===== src/rtl/mips_pkg.sv =====
// Shared MIPS pipeline constants: writeback source encodings, register-file geometry.
package mips_pkg;

  localparam int unsigned DATA_W   = 32;
  localparam int unsigned ADDR_W   = 5;
  localparam int unsigned NUM_REGS = 32;

  typedef enum logic [1:0] {
    MEMTOREG_ALU  = 2'b00,
    MEMTOREG_MEM  = 2'b01,
    MEMTOREG_LINK = 2'b10,
    MEMTOREG_MOVE = 2'b11
  } memToReg_e;

  localparam logic [ADDR_W-1:0] REG_ZERO    = 5'd0;
  localparam logic [DATA_W-1:0] LINK_OFFSET = 32'd4;
  localparam logic [DATA_W-1:0] RESET_PC    = 32'h8000_0000;

endpackage


===== src/rtl/wb_regfile_if.sv =====
// MEM/WB-to-regfile bus: writeback inputs, ID read ports and debug counter.
//   master: pipeline/ID side driving the *_in and RdAddr signals
//   slave : wb_regfile, driving read data, WrData, WrEn and wr_count
interface wb_regfile_if;
  import mips_pkg::*;

  logic [1:0]        MemtoReg_in;
  logic              RegWr_in;
  logic [DATA_W-1:0] pc_in;
  logic [DATA_W-1:0] RdData_in;
  logic [DATA_W-1:0] ALUOut_in;
  logic [DATA_W-1:0] Ra_in;
  logic [ADDR_W-1:0] WrAddr_in;
  logic [ADDR_W-1:0] RdAddr1;
  logic [ADDR_W-1:0] RdAddr2;
  logic [DATA_W-1:0] RdData1;
  logic [DATA_W-1:0] RdData2;
  logic [DATA_W-1:0] WrData;
  logic              WrEn;
  logic [DATA_W-1:0] wr_count;

  modport master (
    output MemtoReg_in, RegWr_in, pc_in, RdData_in, ALUOut_in, Ra_in,
           WrAddr_in, RdAddr1, RdAddr2,
    input  RdData1, RdData2, WrData, WrEn, wr_count
  );

  modport slave (
    input  MemtoReg_in, RegWr_in, pc_in, RdData_in, ALUOut_in, Ra_in,
           WrAddr_in, RdAddr1, RdAddr2,
    output RdData1, RdData2, WrData, WrEn, wr_count
  );

endinterface


===== src/rtl/wb_regfile_core.sv =====
// 31-entry register array ($0 hardwired to zero) with one write port and two
// combinational read ports that bypass a same-cycle write.
//   clk, reset       : clock, synchronous active-high reset (clears $1-$31)
//   wrEn/wrAddr/wrData: qualified write port
//   rdAddrN/rdDataN  : read ports
module regfile_core
  import mips_pkg::*;
(
  input  logic              clk,
  input  logic              reset,
  input  logic              wrEn,
  input  logic [ADDR_W-1:0] wrAddr,
  input  logic [DATA_W-1:0] wrData,
  input  logic [ADDR_W-1:0] rdAddr1,
  input  logic [ADDR_W-1:0] rdAddr2,
  output logic [DATA_W-1:0] rdData1,
  output logic [DATA_W-1:0] rdData2
);

  logic [DATA_W-1:0] regs [1:NUM_REGS-1];

  // Storage: reset wins over a pending write on the same edge.
  always_ff @(posedge clk) begin
    if (reset) begin
      for (int i = 1; i < int'(NUM_REGS); i++) begin
        regs[i] <= '0;
      end
    end else if (wrEn && (wrAddr != REG_ZERO)) begin
      regs[wrAddr] <= wrData;
    end
  end

  // Read port 1: $0 mask, then bypass, then array.
  always_comb begin
    rdData1 = '0;
    if (rdAddr1 == REG_ZERO) begin
      rdData1 = '0;
    end else if (wrEn && (rdAddr1 == wrAddr)) begin
      rdData1 = wrData;
    end else begin
      rdData1 = regs[rdAddr1];
    end
  end

  // Read port 2: same priority as port 1.
  always_comb begin
    rdData2 = '0;
    if (rdAddr2 == REG_ZERO) begin
      rdData2 = '0;
    end else if (wrEn && (rdAddr2 == wrAddr)) begin
      rdData2 = wrData;
    end else begin
      rdData2 = regs[rdAddr2];
    end
  end

endmodule


===== src/rtl/wb_regfile.sv =====
// Writeback stage: selects the writeback value, qualifies the write strobe,
// commits into regfile_core and counts committed writes.
//   clk, reset : clock, synchronous active-high reset
//   bus        : wb_regfile_if slave (MEM/WB inputs, ID read ports, wr_count)
module wb_regfile
  import mips_pkg::*;
#(
  parameter logic [31:0] RESET_PC_LINK = 32'h8000_0004
) (
  input  logic        clk,
  input  logic        reset,
  wb_regfile_if.slave bus
);

  logic [DATA_W-1:0] writeData;
  logic [DATA_W-1:0] linkAddr;
  logic              writeEn;
  logic [DATA_W-1:0] wrCount;

  // Link address wraps at 32 bits; the carry is dropped by design.
  assign linkAddr = bus.pc_in + LINK_OFFSET;

  // Writeback source select.
  always_comb begin
    writeData = '0;
    unique case (memToReg_e'(bus.MemtoReg_in))
      MEMTOREG_ALU:  writeData = bus.ALUOut_in;
      MEMTOREG_MEM:  writeData = bus.RdData_in;
      MEMTOREG_LINK: writeData = linkAddr;
      MEMTOREG_MOVE: writeData = bus.Ra_in;
      default:       writeData = '0;
    endcase
  end

  // Sanity check of the documented link value at the reset PC.
  always_comb begin
    if (bus.pc_in == RESET_PC) begin
      assert (linkAddr == RESET_PC_LINK);
    end
  end

  // Writes to $0 are discarded and never count as commits.
  assign writeEn = bus.RegWr_in && (bus.WrAddr_in != REG_ZERO);

  always_ff @(posedge clk) begin
    if (reset) begin
      wrCount <= '0;
    end else if (writeEn) begin
      wrCount <= wrCount + DATA_W'(1);
    end
  end

  regfile_core uCore (
    .clk     (clk),
    .reset   (reset),
    .wrEn    (writeEn),
    .wrAddr  (bus.WrAddr_in),
    .wrData  (writeData),
    .rdAddr1 (bus.RdAddr1),
    .rdAddr2 (bus.RdAddr2),
    .rdData1 (bus.RdData1),
    .rdData2 (bus.RdData2)
  );

  assign bus.WrData   = writeData;
  assign bus.WrEn     = writeEn;
  assign bus.wr_count = wrCount;

endmodule


===== src/flat_wrapper.sv =====
// flat-port wrapper written by rule: the top's interface ports become plain ports
module wb_regfile_flat import mips_pkg::*;
#(
  parameter logic [31:0] RESET_PC_LINK = 32'h8000_0004
)
  (clk, reset, bus_MemtoReg_in, bus_RegWr_in, bus_pc_in, bus_RdData_in, bus_ALUOut_in, bus_Ra_in, bus_WrAddr_in, bus_RdAddr1, bus_RdAddr2, bus_RdData1, bus_RdData2, bus_WrData, bus_WrEn, bus_wr_count);
  wb_regfile_if bus_i ();
  input  logic clk;
  input  logic reset;
  input wire logic [$bits(bus_i.MemtoReg_in)-1:0] bus_MemtoReg_in;
  input wire logic [$bits(bus_i.RegWr_in)-1:0] bus_RegWr_in;
  input wire logic [$bits(bus_i.pc_in)-1:0] bus_pc_in;
  input wire logic [$bits(bus_i.RdData_in)-1:0] bus_RdData_in;
  input wire logic [$bits(bus_i.ALUOut_in)-1:0] bus_ALUOut_in;
  input wire logic [$bits(bus_i.Ra_in)-1:0] bus_Ra_in;
  input wire logic [$bits(bus_i.WrAddr_in)-1:0] bus_WrAddr_in;
  input wire logic [$bits(bus_i.RdAddr1)-1:0] bus_RdAddr1;
  input wire logic [$bits(bus_i.RdAddr2)-1:0] bus_RdAddr2;
  output wire logic [$bits(bus_i.RdData1)-1:0] bus_RdData1;
  output wire logic [$bits(bus_i.RdData2)-1:0] bus_RdData2;
  output wire logic [$bits(bus_i.WrData)-1:0] bus_WrData;
  output wire logic [$bits(bus_i.WrEn)-1:0] bus_WrEn;
  output wire logic [$bits(bus_i.wr_count)-1:0] bus_wr_count;
  assign bus_i.MemtoReg_in = bus_MemtoReg_in;
  assign bus_i.RegWr_in = bus_RegWr_in;
  assign bus_i.pc_in = bus_pc_in;
  assign bus_i.RdData_in = bus_RdData_in;
  assign bus_i.ALUOut_in = bus_ALUOut_in;
  assign bus_i.Ra_in = bus_Ra_in;
  assign bus_i.WrAddr_in = bus_WrAddr_in;
  assign bus_i.RdAddr1 = bus_RdAddr1;
  assign bus_i.RdAddr2 = bus_RdAddr2;
  assign bus_RdData1 = bus_i.RdData1;
  assign bus_RdData2 = bus_i.RdData2;
  assign bus_WrData = bus_i.WrData;
  assign bus_WrEn = bus_i.WrEn;
  assign bus_wr_count = bus_i.wr_count;
  wb_regfile #(.RESET_PC_LINK(RESET_PC_LINK)) u_core (.clk(clk), .reset(reset), .bus(bus_i));
endmodule

===== config.mk =====
export PLATFORM = sky130hd
export DESIGN_NAME = wb_regfile_flat
export DESIGN_NICKNAME = d
export VERILOG_FILES = /design/src/rtl/mips_pkg.sv /design/src/rtl/wb_regfile_if.sv /design/src/rtl/wb_regfile_core.sv /design/src/rtl/wb_regfile.sv /design/src/flat_wrapper.sv
export SDC_FILE = /design/constraint.sdc
export NUM_CORES = 2
export LEC_CHECK = 0
export ABC_AREA = 0
export CAP_MARGIN = 30
export CORE_MARGIN = 4
export CORE_UTILIZATION = 45
export CTS_CLUSTER_DIAMETER = 120
export DETAILED_ROUTE_END_ITERATION = 8
export GPL_TIMING_DRIVEN = 0
export PLACE_DENSITY_LB_ADDON = 0.12
export SYNTH_ARGS = -nofsm -noshare
export SYNTH_HDL_FRONTEND = slang
export SYNTH_SLANG_ARGS = --single-unit
export TNS_END_PERCENT = 30

===== constraint.sdc =====
create_clock -name clk -period 2.6 [get_ports clk]
set_input_delay 0.26 -clock clk [delete_from_list [all_inputs] [get_ports clk]]
set_output_delay 0.26 -clock clk [all_outputs]
set_load 0.005 [all_outputs]

======== Word level (Yosys, flattened, before mapping) ========
Memory sizes are Yosys's and may differ from the RTL's.
Cells that the tools add are included.
word-level totals
  register bits ........................... 32
  bits in writable memories ............... 992
  input port bits ......................... 148
  output and inout bits ................... 129
  memories kept ........................... 1
memory list
  memory             words  width  rd ports  clocked after Yosys merged registers in  write ports  RTL line               text
  u_core.uCore.regs  31     32     2         0                                        31           wb_regfile_core.sv:20  logic [DATA_W-1:0] regs [1:NUM_REGS-1];
operators by class
  add/sub/neg operators ................... 2
  equality and inequality tests ........... 5
  mux-type cells .......................... 13
  reductions and logical operators ........ 9
operator list
  kind                                            count
  2-to-1 mux 32 bit                               5
  case mux 32 bit (4 select lines)                1
  adder 32 x 1 -> 32 bit (second input constant)  1
  adder 32 x 3 -> 32 bit (second input constant)  1
  OR reduction 32 bit                             1
  == test 5 bit                                   2
  zero test 5 bit                                 2
  2-to-1 mux 1 bit                                6
  2-to-1 mux 5 bit                                1
  nonzero test 5 bit                              1
  == test 2 bit (second input constant)           2
  logical AND 1 bit                               4
  == test 2 x 1 -> 1 bit (second input constant)  1
  zero test 2 bit                                 1

======== Longest topological paths before layout ========
  depth in word-level cells ............... 8
  mapped depth ............................ 11
  gate-level depth less buffers ........... 7

======== Cells and area by module ========
Synthesis repeated with hierarchy kept, for this count alone.
second synthesis, totals
  cells, all modules ...................... 4055
  area total of the unflattened synthesis .. 57564.0 um2
modules (own cells, without submodules)
  module        instances  cells each  area each (um2)  seq. area each (um2)
  regfile_core  1          3741        54722.5          30749.5
  wb_regfile    1          314         2841.5           640.6

======== Least setup slack after synthesis ========
OpenSTA, ideal clock, no wires.
  kind .................................... input port to flip-flop
  start point ............................. input port bus_pc_in[9]
  end point ............................... memory u_core.uCore.regs[0][19] (data pin)
  data arrival time ....................... 2.313 ns
  path slack .............................. 0.012 ns
  stages .................................. 7
  cells stage by stage .................... nand3_1 nor4_1 nand2_1 xnor2_1 a221oi_1 clkbuf_1 inv_1
RTL lines
  item                RTL line               text
  start: declaration  flat_wrapper.sv:12     input wire logic [$bits(bus_i.pc_in)-1:0] bus_pc_in;
  end: declaration    wb_regfile_core.sv:20

==> summary by stage <==
Status
The flow ran to the end, but the final reports show violations. The final reports fail on setup timing.

Setup path
In this run the critical register-to-register path is captured at u_core.bus.wr_count[27]. The arrival time reported for the critical path endpoint is 2.88 ns. On the critical path, the stage with the largest delay is an instance of edfxtp_1. The setup path with the least slack is of type register to output port. The critical path capture point type is an output port. The maximum fanout encountered on the critical timing path is 2. The critical register-to-register path startpoint is u_core.bus.wr_count[3]. The minimum setup slack among reg-to-reg paths is ~0.36 ns. The signal on the critical path passes through mux4_2 -> a22o_4 -> a221oi_4 -> o21ai_1 -> nor2_1 -> a211oi_2 -> buf_2. At the worst endpoint, the required time is approximately 2.3 ns. The critical path crosses 7 cells after its start point. The worst reg-to-reg path cell count is 6. The element type at the critical path start is a register. The kind of cell with the highest combined delay on the critical path is compound AO/OA/AOI/OAI gates.

The largest stage delay on the critical path is 0.52 ns. The count of buffering cells on the critical path with inverters included is 1.

Yosys
The register bit count reported by yosys is 1056. The cell count after synthesis is just over 4000. Dividing the synthesized area by the synthesized cell count gives about 13 sq um.

Among all flip-flop cells after synthesis, the most frequent one is edfxtp_1. The fraction of the yosys area taken by sequential cells is 56.61%. In the synthesized netlist the async set-or-reset flop fraction comes to 0%. The mapped netlist covers ~55000 sq um.

The number of warning messages in the yosys log is 0. The count of flip-flops with a built-in enable after synthesis is 1024. The post-synthesis cell type count is approximately 70.

Route
The first detailed-routing pass took 8 iterations. In this run the remaining antenna-violating nets after routing total 0. Summed over all nets, wire length on met2 after detailed routing comes to between 100 and 150 mm. The total wirelength of the detailed-routed design is 311.0 mm.

The wire length on met1 is approximately 100 mm. The number of vias per cell is roughly 7. The total number of vias is roughly 47000. Dividing the detail-routed wire length by the instance count gives approximately 47 microns. The routed design uses just over 50 mm of met3 wire.

The highest layer touched by signal routing is met5. For this block, the initial DRC count from the detailed router was between 9000 and 10000. After detailed routing, the number of remaining DRC violations is 0.

Placed design
The final estimated routing congestion in global placement is approximately 1.0. Once placement completed, the tool counted placed cells totaling roughly 6100. Once placement finished, the instance area stood at ~62000 sq um. Detailed placement finished with a half-perimeter wire length of around 220 mm. Timing analysis after detailed placement gives a worst setup slack of -2.684 ns. The quantity of I/O buffers inserted on ports is 265.

Pwr
The leakage dissipation is 26.09 nW. The net switching power is around 14 mW. In this run the power density over the cells is 634.2 nW/um^2.

In this run switching power makes up 29.48% of total power. The maximum ir drop on the vdd rail is between 500 and 600 uV. The internal power of the cells totals about 33 mW.

Of the total power, combinational logic draws a little over a fifth. The total power of the final layout is 46.45 mW. The clock group share of total power is 36.0%. Sequential cells burn 43.3% of the power.

Global route
Entering global routing, the biggest net connects 33 pins. The via count of the first global-routing pass came to ~45000. The initial antenna violation count was 19.

The first-pass GRT wire length is around 410 mm. The global-route usage over all layers is approximately 47%. After global routing the overflow that remains totals 0.

Clock network
The H-tree was split into 3 levels. The number of buffers created by CTS is around 110. The TritonCTS clock tree is built. Counting along the longest clock path gives a buffer depth of 3. After clock tree synthesis, the clock-pin slew on the worst setup and hold paths is roughly 0.06 ns. The clock net in this run drives a total of ~1100 sinks. Clock tree synthesis selected as its root buffer the cell clkbuf_16. The latest clock arrival within the worst-skew pair is roughly 0.74 ns.

Timing
Setup violations remaining at the end of the flow were counted as between 300 and 400. The share of the cycle needed by the critical path after routing is 120.7%. Setup repair after global routing could not meet its margin everywhere. The count of final hold-check violations is 0. The clock period minus final worst setup slack is about 3.1 ns. After layout, the worst setup slack is -0.5374 ns.

The final-report max-slew violation count is 0. For the final database, setup skew stands at approximately 0.0027 ns. Measured against its own limit, the worst slew margin works out to between 20% and 30%. The top achievable clock speed is 318.7 MHz. For the pin with the worst max-slew slack, the measured transition is between 1 and 1.5 ns.

Floorplanning
During I/O placement, the number of pins put on the boundary was between 200 and 300. The die outline height is between 300 and 400 microns. The standard-cell row count is about 130.

The core area is between 100000 and 150000 sq um. Measured along the x axis, the die boundary spans roughly 360 microns. The die covers between 100000 and 150000 sq um. Once the floorplan was initialized, standard cells occupied 45.44% of the core.

Layout
The post-layout net count is between 4000 and 5000. The fill cell instance count of the final layout is just under 10000. The sequential cell area in the final layout is 31390 sq um. The total area of multi-input combinational cells is 25810 sq um. The library cell used most frequently in the layout, excluding fill and tap cells, is nor2_1. The library cells used most frequently in the layout, excluding fill and tap cells, are 1057 x nor2_1, 1024 x edfxtp_1, 487 x mux4_2. The count of cells in the finished layout, fillers not included, comes to between 6000 and 7000. In the final layout, the share of cells above drive strength 1 is 36.81%. The layout-stage area growth over the synthesis result is 32.08%.

The post-route cell area is about 73000 sq um.

Hold path
The worst min-delay path endpoint is u_core.bus.wr_count[1]. In this run the worst hold path is classified as primary input to register. The number of cells traversed by the worst hold path is 6.

The start point of the worst min-delay path is bus_WrAddr_in[3].

Job
Max-cap violations in this run came to 0.
[kinds of logic after synthesis]
logic type | synth area share (%)
other | 0.006763
xor gates and xnor gates | 0.9793
DFF | 56.61
buffers and inverters | 3.378
adders and majority gates | 0.04512
muxes | 22.53
and+or+nand+nor | 11.41
AOI/OAI and AO/OA | 5.039
[power groups by stage]
| stage | registers, mW | logic (mW) | clock network (mW) |
|---|---|---|---|
| after detailed placement | 20.4 | 7.50 | 0 |
| after CTS | 20.1 | 8.98 | 16.5 |
| after floorplan | 20.2 | 3.52 | 0 |
| final | 20.1 | 9.65 | 16.7 |
| after global routing | 20.2 | 9.54 | 17.2 |
| after global placement | 20.4 | 7.22 | 0 |
[flip-flops by register name, indices dropped and copies added (netlist names)]
name	cells
u_core.bus.wr_count	32
u_core.uCore.regs	1024
[worst min-delay path, stage by stage]
cell and delay, ns:
buf_6 0.07, or3_4 0.13, o21ai_4 0.07, buf_4 0.14
nand2_1 0.06, a21oi_1 0.06
[layer usage]
| layer | up-vias | GRT usage (%) |
|---|---|---|
| met5 | - | 1.554 |
| met1 | 23950 | 56.85 |
| li1 | 17230 | - |
| met4 | 12 | 39.02 |
| met3 | 1286 | 22.05 |
| met2 | 4773 | 64.24 |
[through the flow]
step	hold WS (ns)	utilization, %	setup TNS (ns)
2_1_floorplan	0.4733	-	0
3_3_place_gp	0.4840	49.37	-3784.37
3_5_place_dp	0.4866	50.80	-1989.75
4_1_cts	0.09170	59.28	-15.82
5_1_grt	0.1387	60.00	-19.94
6_report	0.09927	60.02	-35.18
[area by class of cell]
class / count / area share [%]
antenna: 12 / 0.04100
buffer: 398 / 5.468
clock buffer: 147 / 4.235
clock inverter: 69 / 0.8354
inverter: 38 / 0.2289
multi-input combinational: 2635 / 35.24
sequential: 1056 / 42.86
tap: 1625 / 2.776
timing repair buffer: 599 / 8.314
[worst max path at each step]
stage,startpoint,end,slack (ns)
floorplan,bus_pc_in[9],u_core.uCore.regs[0][19],0.01
global placement,bus_RdAddr2[3],bus_RdData2[11],-3.49
detailed placement,bus_RdAddr1[1],bus_RdData1[19],-2.68
CTS,u_core.uCore.regs[0][4],bus_RdData1[4],-0.51
global route,u_core.uCore.regs[0][4],bus_RdData1[4],-0.52
finish,u_core.uCore.regs[0][4],bus_RdData1[4],-0.54
[Yosys cell counts, types with 10 or more instances]
master,number,area (sq um)
mux4_2,487,10970
a211oi_1,61,457.9
dfxtp_1,32,640.6
and2_1,17,106.4
and3_1,10,62.56
clkbuf_1,274,1028
buf_1,24,90.09
a221oi_1,31,271.5
a31oi_1,10,62.56
inv_1,35,131.4
a211o_1,12,105.1
mux2i_1,130,1301
nand2_1,139,521.8
a21oi_1,50,250.2
nor2_1,1079,4050
xnor2_1,30,262.8
o21ai_0,40,200.2
mux2_2,20,225.2
o22ai_1,77,481.7
nand3b_1,15,112.6
nand4_1,17,106.4
o221ai_1,13,113.9
nand2b_1,37,231.5
xor2_1,32,280.3
a22oi_1,41,307.8
edfxtp_1,1024,30750
buf_2,106,530.5
or4_1,13,97.59
nand3_1,71,355.3
nor3_1,35,175.2
nor2b_1,28,175.2
[what timing repair did]
action	in CTS	in global routing
hold buffers	0	0
buffers inserted	196	40
gates resized for setup	1622	173
gates cloned	3	0
setup endpoints to repair	1447	517
pin swaps	212	94
(Power assumes the default switching activity.)
